**src/rtl/img_pkg.sv**
```systemverilog
// Shared image-pipeline definitions: default geometry, derived widths and the
// filter FSM state encoding.
package img_pkg;

  localparam int unsigned PX_SIZE      = 8;
  localparam int unsigned IMAGE_WIDTH  = 64;
  localparam int unsigned IMAGE_HEIGHT = 64;

  localparam int unsigned COL_W = $clog2(IMAGE_WIDTH);
  localparam int unsigned ROW_W = $clog2(IMAGE_HEIGHT);

  // Nine PX_SIZE-bit terms need four extra bits.
  localparam int unsigned SUM_W = PX_SIZE + 4;

  typedef enum logic {
    ST_STREAM = 1'b0,
    ST_FLUSH  = 1'b1
  } state_e;

endpackage

```
**src/rtl/line_buffer.sv**
```systemverilog
// Fixed-length delay line of Depth advances. It reads before it writes, so
// rd_data_o is the value that was written exactly Depth enabled cycles earlier.
// Storage is never cleared; only the pointer is reset.
module line_buffer #(
  parameter int unsigned Width = 8,
  parameter int unsigned Depth = 64
) (
  input  logic             clk,
  input  logic             resetn,
  input  logic             en_i,
  input  logic [Width-1:0] wr_data_i,
  output logic [Width-1:0] rd_data_o
);

  localparam int unsigned PtrW = (Depth > 1) ? $clog2(Depth) : 1;

  logic [Width-1:0] mem_q [Depth];
  logic [PtrW-1:0]  ptr_q;

  // Storage write; no reset so it maps onto plain RAM.
  always_ff @(posedge clk) begin
    if (en_i) begin
      mem_q[ptr_q] <= wr_data_i;
    end
  end

  // Circular pointer, one step per enabled cycle.
  always_ff @(posedge clk or negedge resetn) begin
    if (!resetn) begin
      ptr_q <= '0;
    end else if (en_i) begin
      ptr_q <= (ptr_q == PtrW'(Depth - 1)) ? '0 : ptr_q + 1'b1;
    end
  end

  assign rd_data_o = mem_q[ptr_q];

endmodule

```
**src/rtl/box_filter_3x3.sv**
```systemverilog
// Streaming 3x3 mean filter. Two chained line buffers plus six window registers
// form the 3x3 neighbourhood around the pixel W+1 slots behind the input. After
// the last input of a frame a W+1-cycle flush pushes zero dummies to drain it.
// Build option: define BOX_BORDER_ZERO_EN to output 0 on border pixels instead
// of passing the centre pixel through.
module box_filter_3x3 #(
  parameter int unsigned PX_SIZE      = img_pkg::PX_SIZE,
  parameter int unsigned IMAGE_WIDTH  = img_pkg::IMAGE_WIDTH,
  parameter int unsigned IMAGE_HEIGHT = img_pkg::IMAGE_HEIGHT
) (
  input  logic               clk,
  input  logic               resetn,
  input  logic [PX_SIZE-1:0] input_data,
  input  logic               input_data_valid,
  output logic [PX_SIZE-1:0] output_data,
  output logic               output_data_valid,
  output logic               busy,
  output logic               frame_done
);

  import img_pkg::*;

  localparam int unsigned ColW = (IMAGE_WIDTH > 1) ? $clog2(IMAGE_WIDTH) : 1;
  localparam int unsigned RowW = (IMAGE_HEIGHT > 1) ? $clog2(IMAGE_HEIGHT) : 1;
  localparam int unsigned FlW  = $clog2(IMAGE_WIDTH + 1);
  localparam int unsigned SumW = PX_SIZE + 4;

  state_e              state_q, state_d;
  logic [FlW-1:0]      flush_cnt_q, flush_cnt_d;
  logic [ColW-1:0]     in_col_q, in_col_d;
  logic [RowW-1:0]     in_row_q, in_row_d;
  logic [ColW-1:0]     out_col_q, out_col_d;
  logic [RowW-1:0]     out_row_q, out_row_d;

  logic                in_acc;
  logic                adv;
  logic                last_in;
  logic                primed;
  logic                emit;
  logic [PX_SIZE-1:0]  pix;
  logic [PX_SIZE-1:0]  lb1_out, lb2_out;

  // Window: b* = current line, m* = one line up, t* = two lines up.
  // Suffix 1 is one slot old, 2 is two slots old; the newest column comes
  // straight from pix / lb1_out / lb2_out.
  logic [PX_SIZE-1:0]  b1_q, b2_q, m1_q, m2_q, t1_q, t2_q;

  logic [SumW-1:0]     sum9;
  logic [SumW-1:0]     quot;
  logic                is_border;
  logic [PX_SIZE-1:0]  border_val;
  logic [PX_SIZE-1:0]  filt;

  logic [PX_SIZE-1:0]  output_data_q;
  logic                output_data_valid_q;
  logic                frame_done_q;

  assign in_acc  = input_data_valid && (state_q == ST_STREAM);
  assign adv     = in_acc || (state_q == ST_FLUSH);
  assign pix     = (state_q == ST_FLUSH) ? '0 : input_data;
  assign last_in = in_acc && (in_col_q == ColW'(IMAGE_WIDTH - 1)) &&
                   (in_row_q == RowW'(IMAGE_HEIGHT - 1));
  // The incoming slot index is at least W+1, so the window is full.
  assign primed  = (in_row_q > RowW'(1)) || ((in_row_q == RowW'(1)) && (in_col_q != '0));
  assign emit    = (in_acc && primed) || (state_q == ST_FLUSH);

  line_buffer #(
    .Width (PX_SIZE),
    .Depth (IMAGE_WIDTH)
  ) u_lb1 (
    .clk       (clk),
    .resetn    (resetn),
    .en_i      (adv),
    .wr_data_i (pix),
    .rd_data_o (lb1_out)
  );

  line_buffer #(
    .Width (PX_SIZE),
    .Depth (IMAGE_WIDTH)
  ) u_lb2 (
    .clk       (clk),
    .resetn    (resetn),
    .en_i      (adv),
    .wr_data_i (lb1_out),
    .rd_data_o (lb2_out)
  );

  // FSM next state and flush cycle counter.
  always_comb begin
    state_d     = state_q;
    flush_cnt_d = flush_cnt_q;
    case (state_q)
      ST_STREAM: begin
        if (last_in) begin
          state_d     = ST_FLUSH;
          flush_cnt_d = '0;
        end
      end
      ST_FLUSH: begin
        if (flush_cnt_q == FlW'(IMAGE_WIDTH)) begin
          state_d     = ST_STREAM;
          flush_cnt_d = '0;
        end else begin
          flush_cnt_d = flush_cnt_q + 1'b1;
        end
      end
      default: state_d = ST_STREAM;
    endcase
  end

  // Input position (real pixels only) and output position (emitted pixels).
  always_comb begin
    in_col_d  = in_col_q;
    in_row_d  = in_row_q;
    out_col_d = out_col_q;
    out_row_d = out_row_q;
    if (in_acc) begin
      if (in_col_q == ColW'(IMAGE_WIDTH - 1)) begin
        in_col_d = '0;
        in_row_d = (in_row_q == RowW'(IMAGE_HEIGHT - 1)) ? '0 : in_row_q + 1'b1;
      end else begin
        in_col_d = in_col_q + 1'b1;
      end
    end
    if (emit) begin
      if (out_col_q == ColW'(IMAGE_WIDTH - 1)) begin
        out_col_d = '0;
        out_row_d = (out_row_q == RowW'(IMAGE_HEIGHT - 1)) ? '0 : out_row_q + 1'b1;
      end else begin
        out_col_d = out_col_q + 1'b1;
      end
    end
  end

  // Window sum, constant divide and border selection.
  always_comb begin
    sum9 = SumW'(t2_q) + SumW'(t1_q) + SumW'(lb2_out) +
           SumW'(m2_q) + SumW'(m1_q) + SumW'(lb1_out) +
           SumW'(b2_q) + SumW'(b1_q) + SumW'(pix);
    quot = sum9 / SumW'(9);
    is_border = (out_row_q == '0) || (out_row_q == RowW'(IMAGE_HEIGHT - 1)) ||
                (out_col_q == '0) || (out_col_q == ColW'(IMAGE_WIDTH - 1));
`ifdef BOX_BORDER_ZERO_EN
    border_val = '0;
`else
    border_val = m1_q;
`endif
    filt = is_border ? border_val : quot[PX_SIZE-1:0];
  end

  // State, counters and window shift.
  always_ff @(posedge clk or negedge resetn) begin
    if (!resetn) begin
      state_q     <= ST_STREAM;
      flush_cnt_q <= '0;
      in_col_q    <= '0;
      in_row_q    <= '0;
      out_col_q   <= '0;
      out_row_q   <= '0;
      b1_q        <= '0;
      b2_q        <= '0;
      m1_q        <= '0;
      m2_q        <= '0;
      t1_q        <= '0;
      t2_q        <= '0;
    end else begin
      state_q     <= state_d;
      flush_cnt_q <= flush_cnt_d;
      in_col_q    <= in_col_d;
      in_row_q    <= in_row_d;
      out_col_q   <= out_col_d;
      out_row_q   <= out_row_d;
      if (adv) begin
        b1_q <= pix;
        b2_q <= b1_q;
        m1_q <= lb1_out;
        m2_q <= m1_q;
        t1_q <= lb2_out;
        t2_q <= t1_q;
      end
    end
  end

  // Output register; data holds between valid pulses.
  always_ff @(posedge clk or negedge resetn) begin
    if (!resetn) begin
      output_data_q       <= '0;
      output_data_valid_q <= 1'b0;
      frame_done_q        <= 1'b0;
    end else begin
      output_data_valid_q <= emit;
      frame_done_q        <= emit && (out_col_q == ColW'(IMAGE_WIDTH - 1)) &&
                             (out_row_q == RowW'(IMAGE_HEIGHT - 1));
      if (emit) begin
        output_data_q <= filt;
      end
    end
  end

  assign output_data       = output_data_q;
  assign output_data_valid = output_data_valid_q;
  assign frame_done        = frame_done_q;
  assign busy              = (state_q == ST_FLUSH);

endmodule
```
**config.mk**
```make
export PLATFORM = sky130hd
export DESIGN_NAME = box_filter_3x3
export DESIGN_NICKNAME = d
export VERILOG_FILES = /design/src/rtl/img_pkg.sv /design/src/rtl/line_buffer.sv /design/src/rtl/box_filter_3x3.sv
export SDC_FILE = /design/constraint.sdc
export NUM_CORES = 1
export LEC_CHECK = 0
export BUFFER_PORTS_ARGS = -buffer_cell sky130_fd_sc_hd__buf_4
export CORE_UTILIZATION = 46
export CTS_BUF_LIST = sky130_fd_sc_hd__clkbuf_16
export DETAILED_ROUTE_END_ITERATION = 8
export GPL_TIMING_DRIVEN = 0
export SLEW_MARGIN = 20
export SYNTH_ARGS = -nofsm -noshare
export SYNTH_HDL_FRONTEND = slang
export SYNTH_SLANG_ARGS = --single-unit
```
**constraint.sdc**
```tcl
create_clock -name clk -period 15 [get_ports clk]
set_input_delay 0.75 -clock clk [delete_from_list [all_inputs] [get_ports clk]]
set_output_delay 0.75 -clock clk [all_outputs]
set_load 0.1 [all_outputs]
```
# == After elaboration in Yosys (flattened, before gate mapping) ==
# Memory sizes are Yosys's and may differ from the RTL's.
# Cells that the tools add are included.
# word_totals
ff_bits,102
mem_bits_rw,1024
input_bits,11
output_inout_bits,11
memories,2
# op_classes
n_addsub,15
n_div,1
order_cmp,1
eq_ne,9
n_mux,16
bitwise_logic,1
n_reduce_logical,18
# memory_table
name,words,word_bits,rd,rd_ports_with_merged_regs,write_ports,line,text
u_lb1.mem_q,64,8,1,0,1,line_buffer.sv:17,logic [Width-1:0] mem_q [Depth];
u_lb2.mem_q,64,8,1,0,1,line_buffer.sv:17,
# ops
cell,count
$add 12x8->12,4
$add 6x1->6 const B,6
$eq 6x6->1 const B,6
$mux 6,6
$mux 8,2
$mux 7,2
$pmux 7 s2,1
$add 11x8->12,1
$div 12x4->12 const B,1
$logic_not 6->1,2
$add 10x8->11,1
$add 9x8->10,1
$add 8x8->9,1
$add 7x1->7 const B,1
$eq 7x7->1 const B,1
$logic_and 1x1->1,7
$eq 6x1->1 const B,1
$gt 6x1->1 const B,1
$logic_or 1x1->1,6
$reduce_bool 6->1,1
$mux 1,4
$reduce_and 2->1,2
$ne 2x2->1 const B,1
$pmux 1 s2,1
$not 1->1,1

# == Longest topological paths before layout ==
# depth
word_depth,10
mapped_depth,42
ltp_nobuf,36

# == By module ==
# A second synthesis with hierarchy kept.
# hier_totals
hier_cells,3120
area_unflattened_um2,47943.5
# by_module_without_submodules
module,n_inst,cells_each,area_per_inst_um2
line_buffer,2,1211,20489.7
box_filter_3x3,1,698,6964.2

# == Least setup slack after synthesis ==
# No wires, ideal clock.
# synth_path
path_kind,flip-flop to flip-flop
from,reg u_lb1.ptr_q[1]
to,"reg output_data_q[0], in the netlist output_data[0]"
setup_time_ns,0.129
arrival_ns,10.405
t_required_ns,14.871
setup_slack_ns,4.466
path_stages_with_launch,40
n_path_buf,6
synth_period_minus_slack_ns,10.534
path_cell_list,dfrtp_1 > clkbuf_1 > and3b_1 > clkbuf_1 > buf_1 > clkbuf_1 > a221oi_1 > a31oi_1 > a21oi_1 > nand4_1 > fa_1 > inv_1 > fa_1 > inv_1 > fa_1 > fa_1 > ha_1 > fa_1 > [4 not listed] > o2111ai_1 > o41ai_1 > or3_1 > clkbuf_2 > or4_1 > and3_1 > nand3_2 > nand2_2 > a2111oi_1 > o21bai_1 > a21oi_1 > nor2_1 > ha_1 > or2_2 > nand2_1 > mux2i_1 > o21ai_0 > a31oi_1
# synth_between
elab_chain_len,7
# synth_lines
item,line,text
start: declaration,line_buffer.sv:18,logic [PtrW-1:0] ptr_q;
start signal: assignment,line_buffer.sv:32,ptr_q <= (ptr_q == PtrW'(Depth - 1)) ? '0 : ptr_q + 1'b1;
$mem_v2 64x8,-,
via lb1_out[2],box_filter_3x3.sv:41,"logic [PX_SIZE-1:0] lb1_out, lb2_out;"
$add 12x8->12 (2 in series),box_filter_3x3.sv:139,SumW'(m2_q) + SumW'(m1_q) + SumW'(lb1_out) +
$add 12x8->12 (2 in series),box_filter_3x3.sv:140,SumW'(b2_q) + SumW'(b1_q) + SumW'(pix);
$div 12x4->12,box_filter_3x3.sv:141,quot = sum9 / SumW'(9);
$mux 8,box_filter_3x3.sv:149,filt = is_border ? border_val : quot[PX_SIZE-1:0];
end signal: assignment,box_filter_3x3.sv:196,output_data_q <= filt;
end: declaration,box_filter_3x3.sv:54,logic [PX_SIZE-1:0] output_data_q;
# The timed path passes the listed nets, and every way through them passes these cells.
# A chain may end at the register's enable or synchronous reset.

# == Worst setup path after layout ==
# layout_path
from,reg u_lb2.ptr_q[2]
to,"reg output_data_q[0], in the netlist output_data[0]"
# layout_between
elab_chain_len,10
# layout_lines
item,line,text
start: declaration,line_buffer.sv:18,
start signal: assignment,line_buffer.sv:32,
$mem_v2 64x8,-,
via lb2_out[3],box_filter_3x3.sv:41,
$add 9x8->10,box_filter_3x3.sv:138,sum9 = SumW'(t2_q) + SumW'(t1_q) + SumW'(lb2_out) +
$add 10x8->11,box_filter_3x3.sv:138,
$add 11x8->12,box_filter_3x3.sv:139,
$add 12x8->12 (2 in series),box_filter_3x3.sv:139,
$add 12x8->12 (2 in series),box_filter_3x3.sv:140,
$div 12x4->12,box_filter_3x3.sv:141,
$mux 8,box_filter_3x3.sv:149,
# The timed path passes the listed nets, and every way through them passes these cells.

==> out/qor.csv <==
stage,metric,value,unit
grt,antenna violations before repair,3,
grt,busiest grt layer,met2,
cells_and_area,n_diodes,0,
cells_and_area,layout cell share with drive strength beyond 1,8.81,%
clocking,cts hold-fix bufs,0,
cells_and_area,P&R area growth vs syn,13.1,%
yosys,Mapped Area,45000,sq um
yosys,YS warnings,0,
sta,setup_tns,0,ps
worst_setup_path,critical path type,flip-flop to flip-flop,
sta,final slew viol count,0,
yosys,XOR/XNOR Fraction of Synth Area,0.484,%
clocking,post_cts resized,0,
yosys,Avg Synthesized Cell Area,15.5,sq um
sta,Period minus WS final,13550,ps
worst_setup_path,Worst Path Required,15600,ps
sta,setup slack after layout,1450,ps
worst_setup_path,max incr delay on CP,930,ps
cells_and_area,nets,3157,
die,Die W,315,microns
clocking,setup bufs post-CTS,0,
yosys,synth cell count leaders,"1024 x edfxtp_1, 317 x a22oi_1, 209 x nor2_1",
sta,Fmax achieved,0.0738,GHz
die,starting density of the core,46.5,%
grt,global route overflow,0,
grt,vias in the first global route,28000,
grt,met3 global-route usage,8.18,%
grt,Total GRT Usage,28.6,%
sta,RSZ-0062 raised after global routing,false,
yosys,ys flop type,edfxtp_1,
worst_setup_path,critical path startpoint category,flip-flop,
cells_and_area,final instance area,50800,sq um
grt,largest net degree at the start of global routing,103,
yosys,mux contribution to synthesized area,0.420,%
grt,routing usage on met2,43.4,%
placement,Port Buffers,21,
yosys,"count leader, synth",edfxtp_1,
yosys,Synth top area share,68.4,%
yosys,syn nets,2994,
clocking,CTS clock-pin slew for the worst setup and hold paths,70,ps
yosys,number of flops mapped to enable cells by yosys,1024,
yosys,synth top area cells,"edfxtp_1 68%, dfrtp_1 5.7%, a22oi_1 5.3%",
placement,Placer Congestion,0.929,
drt,number of iterations in the first detailed-routing pass,8,
yosys,Post-synth ARST share,9.06,%
clocking,root buffer cell,clkbuf_16,
yosys,Post-Synth Adder-Cell Area,3.18,%
drt,final wirelength,143000,microns
worst_setup_path,Setup crit end kind,flip-flop,
die,die area,99000,sq um
yosys,main combinational cell family by area after synthesis,compound AO/OA/AOI/OAI gates,
sta,worst clock skew,53.1,ps
drt,DRT iter0 DRCs,4512,
placement,dpl ws,1710,ps
grt,first-pass GRT wire length,201000,microns
hold_path,Hold Path Class,primary input to asynchronous set/reset pin,
die,Ports,22,
clocking,TritonCTS clock tree,done,
drt,Antenna Nets Post-Route,0,
clocking,worst skew pair latency,730,ps
clocking,Max Root-Sink Buffers,3,
outcome,status,completed,
placement,Area after DPL,47300,sq um
sta,final hold vios,0,
sta,measured slew at the worst slew-check pin,1260,ps
yosys,Compound-Gate Fraction of Synth Area,13.6,%
placement,DP Wirelength,90900,microns
flow_run,Max-Cap Viols,0,
yosys,post-synthesis sequential element count,1126,
die,die height,315,microns
sta,Hold WS,179,ps
clocking,total CTS buffers,112,
yosys,simple logic cell fraction of the synthesized area,5.82,%
die,Core Area,96700,sq um
die,Cell Rows,114,
drt,drt wl/cell,32.2,microns
sta,period utilization,90.3,%
sta,"Setup violations, final",0,
worst_setup_path,"most used cell, CP",fa_1,
clocking,CTS Sinks,1126,
yosys,unique cell type count in the Yosys netlist,86,
sta,worst rel slew slack,15.7,%
drt,DRC,0,
grt,met1 Resource Use GR,39.3,%
worst_setup_path,"slowest stage cell, crit path",clkbuf_1,
clocking,H-Tree Depth,3,
drt,Via Count,29200,
yosys,Yosys top cell by area,edfxtp_1,
yosys,Mapped Cells,2901,
worst_setup_path,WP data arrival,14150,ps
yosys,sequential fraction of the synthesis area,74.1,%
drt,vias per std cell,6.58,
worst_setup_path,worst-path fanout max,10,
==> worst paths after layout <==
kind / endpoint / slack, ps / cells past startpoint / start
max: output_data[0] / 1450 / 37 / u_lb2.ptr_q[2]
min: output_data[6] / 180 / 1 / resetn
max reg2reg: output_data[0] / 1450 / 37 / u_lb2.ptr_q[2]
min reg2reg: b2_q[5] / 480 / 2 / b2_q[5]
max in group asynchronous: border_val[5] / 14210 / 1 / resetn
min in group clk: b1_q[2] / 300 / 3 / input_data[2]
==> per-layer routing <==
layer  vias up  wire (microns)
li1      11900               -
met1     14700           54400
met2      2104           64100
met3       383           18200
met4         6            5780
met5         -              68
==> state kept, by name, indices dropped and copies added (netlist names) <==
signal,count
in_row_q,6
busy,1
t2_q,8
out_row_q,6
in_col_q,6
u_lb1.mem_q,512
border_val,8
u_lb1.ptr_q,6
b1_q,8
u_lb2.mem_q,512
m2_q,8
output_data_valid,1
frame_done,1
out_col_q,6
u_lb2.ptr_q,6
t1_q,8
output_data,8
flush_cnt_q,7
b2_q,8
==> layout by cell type (no fill, tap or decap), types with 55 or more instances in the layout <==
cell type	n
a22oi_1	317
clkbuf_16	113
nand2_1	135
o21ai_0	55
a221oi_1	99
a31oi_1	101
nor2_1	209
a22o_1	102
edfxtp_1	1024
dfrtp_1	102
inv_1	122
clkbuf_1	117
a21oi_1	55
==> kinds of logic after synthesis <==
logic type | after synthesis
xor+xnor | 24
mux | 18
simple gates | 553
fa+ha+maj | 82
compound gates | 820
flops | 1126
buf+inv | 278
==> per-stage QoR <==
stage,utilization (%),std cells
after floorplan,-,2901
after global placement,48.3,4198
after detailed placement,48.9,4226
after CTS,52.6,4431
after global routing,52.6,4431
final,52.6,4431
==> layout make-up <==
cell class	count	area [sq um]
inverter	106	398
fill	7720	45900
clock inverter	92	727
clock buffer	113	2830
timing repair buffer	49	638
sequential	1126	33300
buffer	172	696
tap	1276	1600
multi-input combinational	1497	10700
==> critical path, delay by kind of cell, from the launching register on <==
kind | cells | cell delay, ps
adders and majority gates | 6 | 2800
buffers and inverters | 8 | 4140
DFF | 1 | 380
and+or+nand+nor | 11 | 2340
muxes | 1 | 60
AOI/OAI and AO/OA | 11 | 3650
Power is not shown: default switching activity piles up to over one toggle a cycle in this logic, so the estimate is an artifact.
